### src/rtl/dma_lstm_port.sv
// LSTM-side endpoint of the main-memory DMA path: owns the local word buffer,
// captures memory read data on loads and sources write data on stores.
module dma_lstm_port #(
   parameter int MAIN_MEM_ADD_LEN = 11,
   parameter int DATA_W           = 16,
   parameter int BUF_DEPTH        = 64,
   parameter int BUF_ADD_LEN      = 6
) (
   input  logic                        fpga_clk,
   input  logic                        reset_n,
   input  logic                        direct,
   input  logic                        start,
   input  logic [MAIN_MEM_ADD_LEN-1:0] main_mem_count,
   input  logic                        main_mem_oe,
   input  logic [DATA_W-1:0]           main_mem_rd_data,
   input  logic                        main_mem_we_delayed,
   output logic [DATA_W-1:0]           main_mem_wr_data,
   input  logic [BUF_ADD_LEN-1:0]      lstm_rd_addr,
   output logic [DATA_W-1:0]           lstm_rd_data,
   input  logic                        lstm_wr_en,
   input  logic [BUF_ADD_LEN-1:0]      lstm_wr_addr,
   input  logic [DATA_W-1:0]           lstm_wr_data,
   output logic                        busy,
   output logic                        done,
   output logic                        count_err
);

   typedef enum logic [1:0] {IDLE, LOAD, STORE, DONE} state_t;

   localparam logic [MAIN_MEM_ADD_LEN:0]   DEPTH_EXT = (MAIN_MEM_ADD_LEN+1)'(BUF_DEPTH);
   localparam logic [MAIN_MEM_ADD_LEN-1:0] CNT_ONE   = MAIN_MEM_ADD_LEN'(1);
   localparam logic [BUF_ADD_LEN:0]        PTR_ONE   = (BUF_ADD_LEN+1)'(1);

   state_t                      state;
   logic [BUF_ADD_LEN:0]        ptr;
   logic [MAIN_MEM_ADD_LEN-1:0] cnt_q;
   logic                        oe_d;
   logic [DATA_W-1:0]           buf_mem [BUF_DEPTH];

   logic [MAIN_MEM_ADD_LEN-1:0] ptr_ext;
   logic [BUF_ADD_LEN-1:0]      ptr_idx;
   logic                        last_word;
   logic                        capture;
   logic                        store_step;
   logic                        count_zero;
   logic                        count_over;
   logic                        side_wr_ok;

   assign ptr_ext    = MAIN_MEM_ADD_LEN'(ptr);
   assign ptr_idx    = ptr[BUF_ADD_LEN-1:0];
   assign last_word  = (ptr_ext == (cnt_q - CNT_ONE));
   assign capture    = (state == LOAD) && oe_d;
   assign store_step = (state == STORE) && main_mem_we_delayed;
   assign count_zero = (main_mem_count == '0);
   assign count_over = ({1'b0, main_mem_count} > DEPTH_EXT);
   assign side_wr_ok = (state == IDLE) || (state == DONE);

   // Read data returns one cycle after the strobe, so the capture strobe is delayed to match.
   always_ff @(posedge fpga_clk or negedge reset_n) begin
      if (!reset_n) oe_d <= 1'b0;
      else          oe_d <= main_mem_oe;
   end

   always_ff @(posedge fpga_clk or negedge reset_n) begin
      if (!reset_n) begin
         state     <= IDLE;
         ptr       <= '0;
         cnt_q     <= '0;
         busy      <= 1'b0;
         done      <= 1'b0;
         count_err <= 1'b0;
      end else begin
         done <= 1'b0;
         case (state)
            IDLE: begin
               if (start) begin
                  if (count_zero) begin
                     state <= DONE;
                     done  <= 1'b1;
                  end else if (count_over) begin
                     count_err <= 1'b1;
                     state     <= DONE;
                     done      <= 1'b1;
                  end else begin
                     cnt_q     <= main_mem_count;
                     ptr       <= '0;
                     count_err <= 1'b0;
                     busy      <= 1'b1;
                     state     <= direct ? STORE : LOAD;
                  end
               end
            end
            LOAD: begin
               if (capture) begin
                  ptr <= ptr + PTR_ONE;
                  if (last_word) begin
                     state <= DONE;
                     busy  <= 1'b0;
                     done  <= 1'b1;
                  end
               end
            end
            STORE: begin
               if (store_step) begin
                  ptr <= ptr + PTR_ONE;
                  if (last_word) begin
                     state <= DONE;
                     busy  <= 1'b0;
                     done  <= 1'b1;
                  end
               end
            end
            DONE:    state <= IDLE;
            default: state <= IDLE;
         endcase
      end
   end

   // Side-port writes are only accepted while no transfer owns the buffer.
   always_ff @(posedge fpga_clk) begin
      if (capture)
         buf_mem[ptr_idx] <= main_mem_rd_data;
      else if (lstm_wr_en && side_wr_ok)
         buf_mem[lstm_wr_addr] <= lstm_wr_data;
   end

   assign lstm_rd_data     = buf_mem[lstm_rd_addr];
   assign main_mem_wr_data = store_step ? buf_mem[ptr_idx] : '0;

endmodule

### config.mk
export PLATFORM = sky130hd
export DESIGN_NAME = dma_lstm_port
export DESIGN_NICKNAME = d
export VERILOG_FILES = /design/src/rtl/dma_lstm_port.sv
export SDC_FILE = /design/constraint.sdc
export NUM_CORES = 1
export LEC_CHECK = 0
export BUFFER_PORTS_ARGS = -buffer_cell sky130_fd_sc_hd__buf_2
export CAP_MARGIN = 10
export CORE_MARGIN = 3
export CORE_UTILIZATION = 45
export CTS_CLUSTER_DIAMETER = 40
export DETAILED_ROUTE_END_ITERATION = 8
export PLACE_DENSITY = 0.7
export SLEW_MARGIN = 20
export SYNTH_ARGS = -nofsm -noshare
export SYNTH_HDL_FRONTEND = slang
export SYNTH_SLANG_ARGS = --single-unit
### constraint.sdc
create_clock -name fpga_clk -period 3.1 [get_ports fpga_clk]
set_input_delay 0.31 -clock fpga_clk [delete_from_list [all_inputs] [get_ports fpga_clk]]
set_output_delay 0.31 -clock fpga_clk [all_outputs]
set_load 0.03 [all_outputs]
* After elaboration in Yosys (flattened, before gate mapping)
Memory sizes are Yosys's and may differ from the RTL's. Cells that the tools add are included.
Operators by class: add/subtract/negate cells 2, magnitude comparators 1, eq/ne operators 9, muxes and demuxes 37, bitwise gates (word level) 2, reduce and logical (&&, ||, !) cells 12
Operators by type and width (number):
- 2-to-1 mux 7 bit | 5
- 2-to-1 mux 16 bit | 2
- one-hot mux 7 bit (3 select lines) | 1
- 2-to-1 mux 1 bit | 18
- OR reduction 16 bit | 1
- 2-to-1 mux 2 bit | 7
- == test 7 x 11 -> 1 bit | 1
- > comparator 11 x 7 -> 1 bit, second input constant | 1
- logical NOT 11 bit | 1
- subtractor 11 x 1 -> 11 bit, second input constant | 1
- != test 2 bit, second input constant | 5
- one-hot mux 2 bit (4 select lines) | 1
- adder 7 x 1 -> 7 bit, second input constant | 1
- 2-to-1 mux 6 bit | 1
- one-hot mux 1 bit (3 select lines) | 2
- AND reduction 3 bit | 2
- AND reduction 6 bit | 1
- == test 2 bit, second input constant | 2
- AND reduction 4 bit | 1
- logical AND 1 bit | 3
- nonzero test 3 bit | 1
- == test 2 x 1 -> 1 bit, second input constant | 1
- logical NOT 2 bit | 1
- NOT 1 bit | 2
- logical OR 1 bit | 1
Word-level totals: register bits 24, RAM bits 1024, input port bits 62, output and inout bits 35, word-level logic and storage cells 71, memories kept 1
Memories:
- buf_mem | words 64, width 16, read ports 2, clocked after Yosys merged registers in 0, wr ports 1, line 38 | logic [DATA_W-1:0] buf_mem [BUF_DEPTH];

* Logic depth before layout (Yosys ltp)
Gate-level depths: netlist of run 1.
depth after elaboration 8, gate-level depth with buffers 11

* Least setup slack after synthesis of run 1
Ideal clock, no wire load.
kind reg-to-reg, start register state[0], end memory buf_mem[0][0], enable pin, setup time 0.388 ns, arrival 2.574 ns, setup slack 0.138 ns, cell stages (with the launch flop) 8, buffers on the path 1, period minus slack after synthesis 2.962 ns, cells stage by stage dfrtp_1 > inv_1 > ha_1 > nand3b_1 > clkbuf_1 > o31ai_1 > nand2_1 > nor2_1
On the way: word-level cells in the longest chain between the ends 8
Ends and longest elaborated chain:
- start: declaration | line 34 | state_t state;
- start signal: assignment | line 89 | state <= direct ? STORE : LOAD;
- == test 2 bit or logical NOT 2 bit (tied branches) | line 56 | assign side_wr_ok = (state == IDLE) || (state == DONE);
- logical OR 1 bit | line 56
- logical AND 1 bit | line 123 | else if (lstm_wr_en && side_wr_ok)
- 2-to-1 mux 1 bit | line 123
- 2-to-1 mux 1 bit | line 121 | if (capture)
- 2-to-1 mux 1 bit (implied by the code) | line 124 | buf_mem[lstm_wr_addr] <= lstm_wr_data;
- OR reduction 16 bit (no line)
- 2-to-1 mux 6 bit (no line) or 2-to-1 mux 1 bit (tied branches)
- end: declaration | line 38
Parallel ways exist; a longest one is shown, timed or not.

* Final worst setup path of run 1
start register ptr[0], end output main_mem_wr_data[3]
On the way: word-level cells in the longest chain between the ends 2
Ends and longest elaborated chain:
- start: declaration | line 35 | logic [BUF_ADD_LEN:0] ptr;
- start signal: assignment | line 95 | ptr <= ptr + PTR_ONE;
- start signal: assignment | line 105 | ptr <= ptr + PTR_ONE;
- memory (64 x 16 bit)
- 2-to-1 mux 16 bit | line 128 | assign main_mem_wr_data = store_step ? buf_mem[ptr_idx] : '0;
- end: declaration | line 17 | output logic [DATA_W-1:0] main_mem_wr_data,
Every way passes these cells.

==> results of run 1 <==
==> power by group through the flow <==
| stage | sequential [mW] | combinational, mW | clock, mW |
|---|---|---|---|
| after global placement | 18.0 | 15.6 | 0 |
| after floorplan | 17.8 | 9.22 | 0 |
| after detailed placement | 18.0 | 15.9 | 0 |
| after CTS | 17.7 | 17.8 | 16.5 |
| final | 17.8 | 19.0 | 16.4 |
| after global routing | 17.8 | 19.6 | 17.1 |
==> cells by family (layout without fill, tap and decap cells) <==
logic type | Yosys count | after routing | share of synthesized area
and+or+nand+nor | 271 | 271 | 0.02649
muxes | 639 | 639 | 0.2655
other | 0 | 1 | 0
DFF | 1048 | 1048 | 0.6369
buffers and inverters | 203 | 808 | 0.02082
adders and majority gates | 7 | 7 | 0.001779
xor gates and xnor gates | 6 | 6 | 0.001068
AOI/OAI and AO/OA | 334 | 334 | 0.04745
==> synthesized netlist by cell type, types with 7 or more instances <==
| cell type | number |
|---|---|
| mux4_2 | 531 |
| ha_1 | 7 |
| buf_1 | 15 |
| a22o_1 | 17 |
| buf_2 | 68 |
| o21ai_1 | 16 |
| clkbuf_1 | 64 |
| mux2_2 | 23 |
| nand3_1 | 14 |
| nor2b_1 | 30 |
| dfrtp_1 | 24 |
| a21boi_0 | 11 |
| o21ai_0 | 41 |
| buf_4 | 32 |
| o221ai_1 | 20 |
| nand2_1 | 73 |
| a22oi_1 | 86 |
| inv_1 | 16 |
| a31oi_1 | 7 |
| and2_1 | 7 |
| o22ai_1 | 9 |
| a211oi_1 | 17 |
| edfxtp_1 | 1024 |
| a221oi_1 | 24 |
| mux2i_1 | 83 |
| nor2_1 | 93 |
| a21oi_1 | 56 |
| nand2b_1 | 10 |
| nor3_1 | 8 |
==> sequential cells by signal, indices dropped and copies added, names as in the netlist <==
register   cells
oe_d           1
state          2
done           1
cnt_q         11
busy           1
ptr            7
buf_mem     1024
count_err      1
==> layout make-up <==
cell class / instances / area [µm²] / area share
Multi-Input combinational cell: 1257 / 17750 / 0.2899
Clock buffer: 154 / 3684 / 0.06016
Tap cell: 1403 / 1755 / 0.02867
Clock inverter: 106 / 1091 / 0.01782
Antenna cell: 1 / 2.502 / 0.00004087
Sequential cell: 1048 / 31370 / 0.5122
Inverter: 17 / 63.81 / 0.001042
Timing Repair Buffer: 531 / 5519 / 0.09013
==> worst paths after layout <==
kind                                                  to            startpoint  cells after the start  slack (ns)
worst max register to register  buf_mem[62][2]$_DFFE_PP_  state[0]$_DFFE_PN0P_                      8        0.06
worst min-delay path                state[1]$_DFFE_PN0P_                direct                      4        0.13
worst min register to register          busy$_DFFE_PN0P_      busy$_DFFE_PN0P_                      2        0.53
max in group asynchronous             ptr[0]$_DFFE_PN0P_               reset_n                      2        2.42
worst max-delay path                 main_mem_wr_data[3]    ptr[0]$_DFFE_PN0P_                     10       -0.59
min in group asynchronous           cnt_q[3]$_DFFE_PN0P_               reset_n                      2        0.17
==> worst min-delay path, cell delays in order <==
cell	delay, ns
buf_2	0.10
nor3_1	0.06
a221oi_1	0.19
mux2_1	0.17
==> repair_timing <==
action / in CTS / in global routing
setup endpoints to repair: 28 / 233
resized for setup: 176 / 85
buffers inserted: 32 / 28
pin swaps: 37 / 33
gates cloned: 8 / 2
hold buffers: 13 / 0
endpoints found under the hold margin: 34 / 0
==> per-stage QoR <==
stage | TNS, ns | power (mW) | setup slack (ns) | area (µm²)
global route | -9.353 | 54.51 | -0.6366 | 61230
CTS | -8.606 | 52.05 | -0.5649 | 60680
floorplan | 0 | 27.04 | 0.1379 | 49230
detailed placement | -0.6229 | 33.96 | -0.2732 | 54540
finish | -7.995 | 53.15 | -0.5946 | 61230
global placement | -0.5422 | 33.58 | -0.2498 | 54540
==> layer usage <==
metal,GRT usage,vias up,part of all wire
met5,0,-,0.00072
met4,0.1257,2,0.049
met3,0.09668,428,0.14
met2,0.4337,2505,0.46
met1,0.3890,16350,0.35
li1,-,11920,-
==> impl_metrics.ini, run 1 <==
[synthesis]
ys_ff_latch = 1048
synth_top_flop_cell = edfxtp_1
yosys.area.top_type_share = 0.6247
synth-edff-count = 1024
synth.top_cells.by_area = edfxtp_1, mux4_2, mux2i_1
syn_inst = 2508
yosys.area.top_type = edfxtp_1
synth_area_um2 = 49230
yosysUniqueCellTypes = 61
synth_nets = 2577
synthArstFlopShare = 0.02290
synth-seq-area-share = 0.6369
postSynthAreaPerCell_um2 = 19.63
ys_warn_count = 0

[cells_and_area]
finalNonFillerCells = 4517
final_cell_mix = edfxtp_1, mux4_2, buf_4, clkbuf_16, buf_12
final_common_cell = edfxtp_1
syn_to_final_growth_pct = 24.39
final_util = 0.5680
fillers = 7802
nets = 3066
drive_gt1_frac = 0.4854

[clocking]
cts_max_path_buffers = 3
htree_levels = 4
cts.clk_slew.worst_paths_ns = 0.06
clkSinkCount = 1048
cts_tree = built
clockRootBuffer = clkbuf_16
clock_latency_ns = 0.74
cts_buffers = 142

[sta]
finalClockSkew_ns = 0.02847
holdWs_ns = 0.1314
fin_crit_ns = 3.695
finalSetupViolCount = 17
worstMarginPinSlew_ns = 0.8984
rsz0062_at_grt = yes
finalHoldViolCount = 0
period_share = 1.192
setup_slack_ns = -0.5946
relSlewSlack = 0.4011
clock.fmax_ghz = 0.2707
final_max_slew_viol_count = 0

[setup_path]
path_cells = buf_12 -> buf_12 -> buf_4 -> mux4_2 -> a211oi_2 -> a211oi_1 -> a21oi_2 -> buf_4 -> o221ai_2 -> buf_6
slowest_stage = dfrtp_4
crit_fanout = 8
cpPeakStageDelay_ns = 0.52
worstSetupStartpointType = flop
cp.arrival_ns = 3.38
cp.required_ns = 2.79
critPathKind = flop to output pin
end_kind = output pin
crit_buf_inv = 5
crit_family = buffers and inverters

[global_route]
grt_max_degree = 65
antenna_found_initial = 2
grt_pass1_wl_mm = 230.6
first_global_vias = 31250
grtUsageTotal = 0.2893
overflow = 0

[detailed_routing]
route.antenna.remaining_nets = 0
first_pass_iters = 6
wl_mm = 164.9
remaining_drc_errors = 0
wl_per_cell_um = 36.51
dr.first_iter.drc_count = 4768
viasPerCell = 6.908
num_vias = 31210

[power_and_ir_drop]
pwr-share-seq = 0.334
ir_drop_uv = 727.3
swShare = 0.3392
p_clk_frac = 0.308
leakage_nw = 20.06
p_int_mw = 35.12
p_per_area_nw_per_um2 = 868.0
p_sw_mw = 18.03
power_frac_comb = 0.358

[placement]
place_inst = 4183
hpwlAfterDp_mm = 105.0
portBuffers = 96
place_congestion = 1.008

[die]
io_pins = 97
die-width_um = 336.7
fp.dieArea_um2 = 113400
fp-row-count = 120
die_h_um = 336.7
core_area_um2 = 107800
initial_core_util = 0.4566

[min_path]
hold_path_class = primary input to flop

[outcome]
status = finished with violations
violations = setup timing

[job]
drv_cap = 0
No activity file was read; power rests on OpenSTA's default activity.
==> run 2, diff against run 1 <==
Settings changed: CELL_PAD_IN_SITES_DETAIL_PLACEMENT set to 1, CELL_PAD_IN_SITES_GLOBAL_PLACEMENT set to 2, PLACE_DENSITY 0.7 to 0.83.
==> impl_metrics.ini, run 2 (synthesis results as in run 1) <==
[outcome]
status = finished with violations
violations = setup timing

[die]
die_h_um = 336.7
die-width_um = 336.7
fp-row-count = 120
core_area_um2 = 107800
initial_core_util = 0.4566
io_pins = 97
fp.dieArea_um2 = 113400

[sta]
setup_slack_ns = -0.6189
final_max_slew_viol_count = 0
relSlewSlack = 0.3949
clock.fmax_ghz = 0.2689
finalClockSkew_ns = 0.02706
finalHoldViolCount = 0
worstMarginPinSlew_ns = 0.9076
period_share = 1.200
fin_crit_ns = 3.719
finalSetupViolCount = 16
rsz0062_at_grt = yes

[detailed_routing]
viasPerCell = 7.104
remaining_drc_errors = 0
dr.first_iter.drc_count = 5206
wl_mm = 179.3
wl_per_cell_um = 40.04
first_pass_iters = 5
route.antenna.remaining_nets = 0
num_vias = 31820

[placement]
place_inst = 4148
place_congestion = 0.8858
portBuffers = 96
place_area_um2 = 54290
hpwlAfterDp_mm = 110.6
dp_slack_ns = -0.09634

[clocking]
clkSinkCount = 1048
cts.clk_slew.worst_paths_ns = 0.06
cts_tree = built
clock_latency_ns = 0.75
htree_levels = 4
clockRootBuffer = clkbuf_16
cts_max_path_buffers = 3
cts_buffers = 145

[global_route]
grt_pass1_wl_mm = 250.5
antenna_found_initial = 4
grtUsageTotal = 0.3158
first_global_vias = 33170
grt_max_degree = 65
overflow = 0

[cells_and_area]
syn_to_final_growth_pct = 24.63
drive_gt1_frac = 0.4807
largest_register = buf_mem
finalNonFillerCells = 4479
nets = 3024
seq_area_um2 = 31370
final_cell_mix = edfxtp_1, mux4_2, buf_4, clkbuf_16, buf_12
largest_reg_flops = 1024
reg_top3 = buf_mem (1024), cnt_q (11), ptr (7)
final_util = 0.5691
final_common_cell = edfxtp_1
fillers = 9281
multi_input_area_um2 = 17800
stdcell_area_um2 = 61350

[setup_path]
path_common_cell = buf_6
slowest_stage = dfrtp_4
cp.arrival_ns = 3.41
crit_family = compound AO/OA/AOI/OAI gates
cp_num_cells = 9
crit_fanout = 7
crit_buf_inv = 4
cpPeakStageDelay_ns = 0.57
worstSetupStartpointType = flop
ff2ff_path_depth = 8
cp.required_ns = 2.79
end_kind = output pin
critPathKind = flop to output pin
path_cells = buf_16 -> buf_6 -> mux4_2 -> a22o_1 -> a221o_2 -> a21oi_2 -> o22ai_1 -> buf_4 -> buf_6

[power_and_ir_drop]
total_power_mw = 54.10
p_per_area_nw_per_um2 = 881.8
ir_drop_uv = 818.8
leakage_nw = 20.00

[min_path]
hold_path_class = primary input to async pin

[job]
drv_cap = 0
==> run 2: cell types whose count changed in the layout (fill, tap and decap cells not counted), moves of 4 or more <==
cell       delta
clkbuf_16     +4
a22oi_1      +11
nor2_1       -11
buf_12        -4
clkinv_2      -9
a22oi_2      -11
a221oi_1      -4
nor2_2       +14
buf_4        -55
clkbuf_1      +7
buf_16        +6
buf_6         +9
bufinv_16     +5
inv_6         -5
==> run 2: report_power, final <==
part | leakage [nW] | switching [mW] | internal (mW)
clock | 2.40 | 6.81 | 10.4
combinational | 8.11 | 11.2 | 7.95
sequential | 9.50 | 0.436 | 17.4
==> run 2: path summary, 6_finish.rpt <==
path / from / to / slack, ns
worst max register to register: state[0]$_DFFE_PN0P_ / buf_mem[25][6]$_DFFE_PP_ / 0.06
min in group fpga_clk: direct / state[1]$_DFFE_PN0P_ / 0.16
worst min register to register: busy$_DFFE_PN0P_ / busy$_DFFE_PN0P_ / 0.59
worst min-delay path: reset_n / busy$_DFFE_PN0P_ / 0.13
worst max-delay path: ptr[1]$_DFFE_PN0P_ / main_mem_wr_data[4] / -0.62
max in group asynchronous: reset_n / ptr[0]$_DFFE_PN0P_ / 2.47
==> run 2: timing repair <==
item                                   CTS  global route
endpoints found under the hold margin   34             0
pin swaps                               27            39
hold buffers                            13             0
setup buffers                           25            15
setup endpoints to repair               28           386
gates resized for setup                159           127
cloned                                  15             2
==> run 2: final cells by class <==
type | count | area share
clock buffer | 165 | 0.06210
timing repair buffer | 486 | 0.08745
clock inverter | 102 | 0.01935
antenna | 1 | 0.00004079
inverter | 17 | 0.001040
multi-input combinational | 1257 | 0.2902
sequential | 1048 | 0.5112
tap | 1403 | 0.02861
==> run 2: per-layer routing <==
metal | global-route usage | vias to the layer above | wire [µm]
li1 | - | 11830 | -
met5 | 0.004681 | - | 77
met3 | 0.09415 | 572 | 24930
met2 | 0.4801 | 2705 | 81810
met1 | 0.4162 | 16710 | 61940
met4 | 0.1595 | 2 | 10560
==> run 2: metrics by stage <==
stage                     setup TNS, ns  hold slack (ns)
after floorplan                       0          0.01441
after global placement          -0.1186           0.3533
after detailed placement        -0.1379           0.3653
after CTS                        -8.580           0.1066
after global routing             -9.022           0.1699
final                            -8.242           0.1262
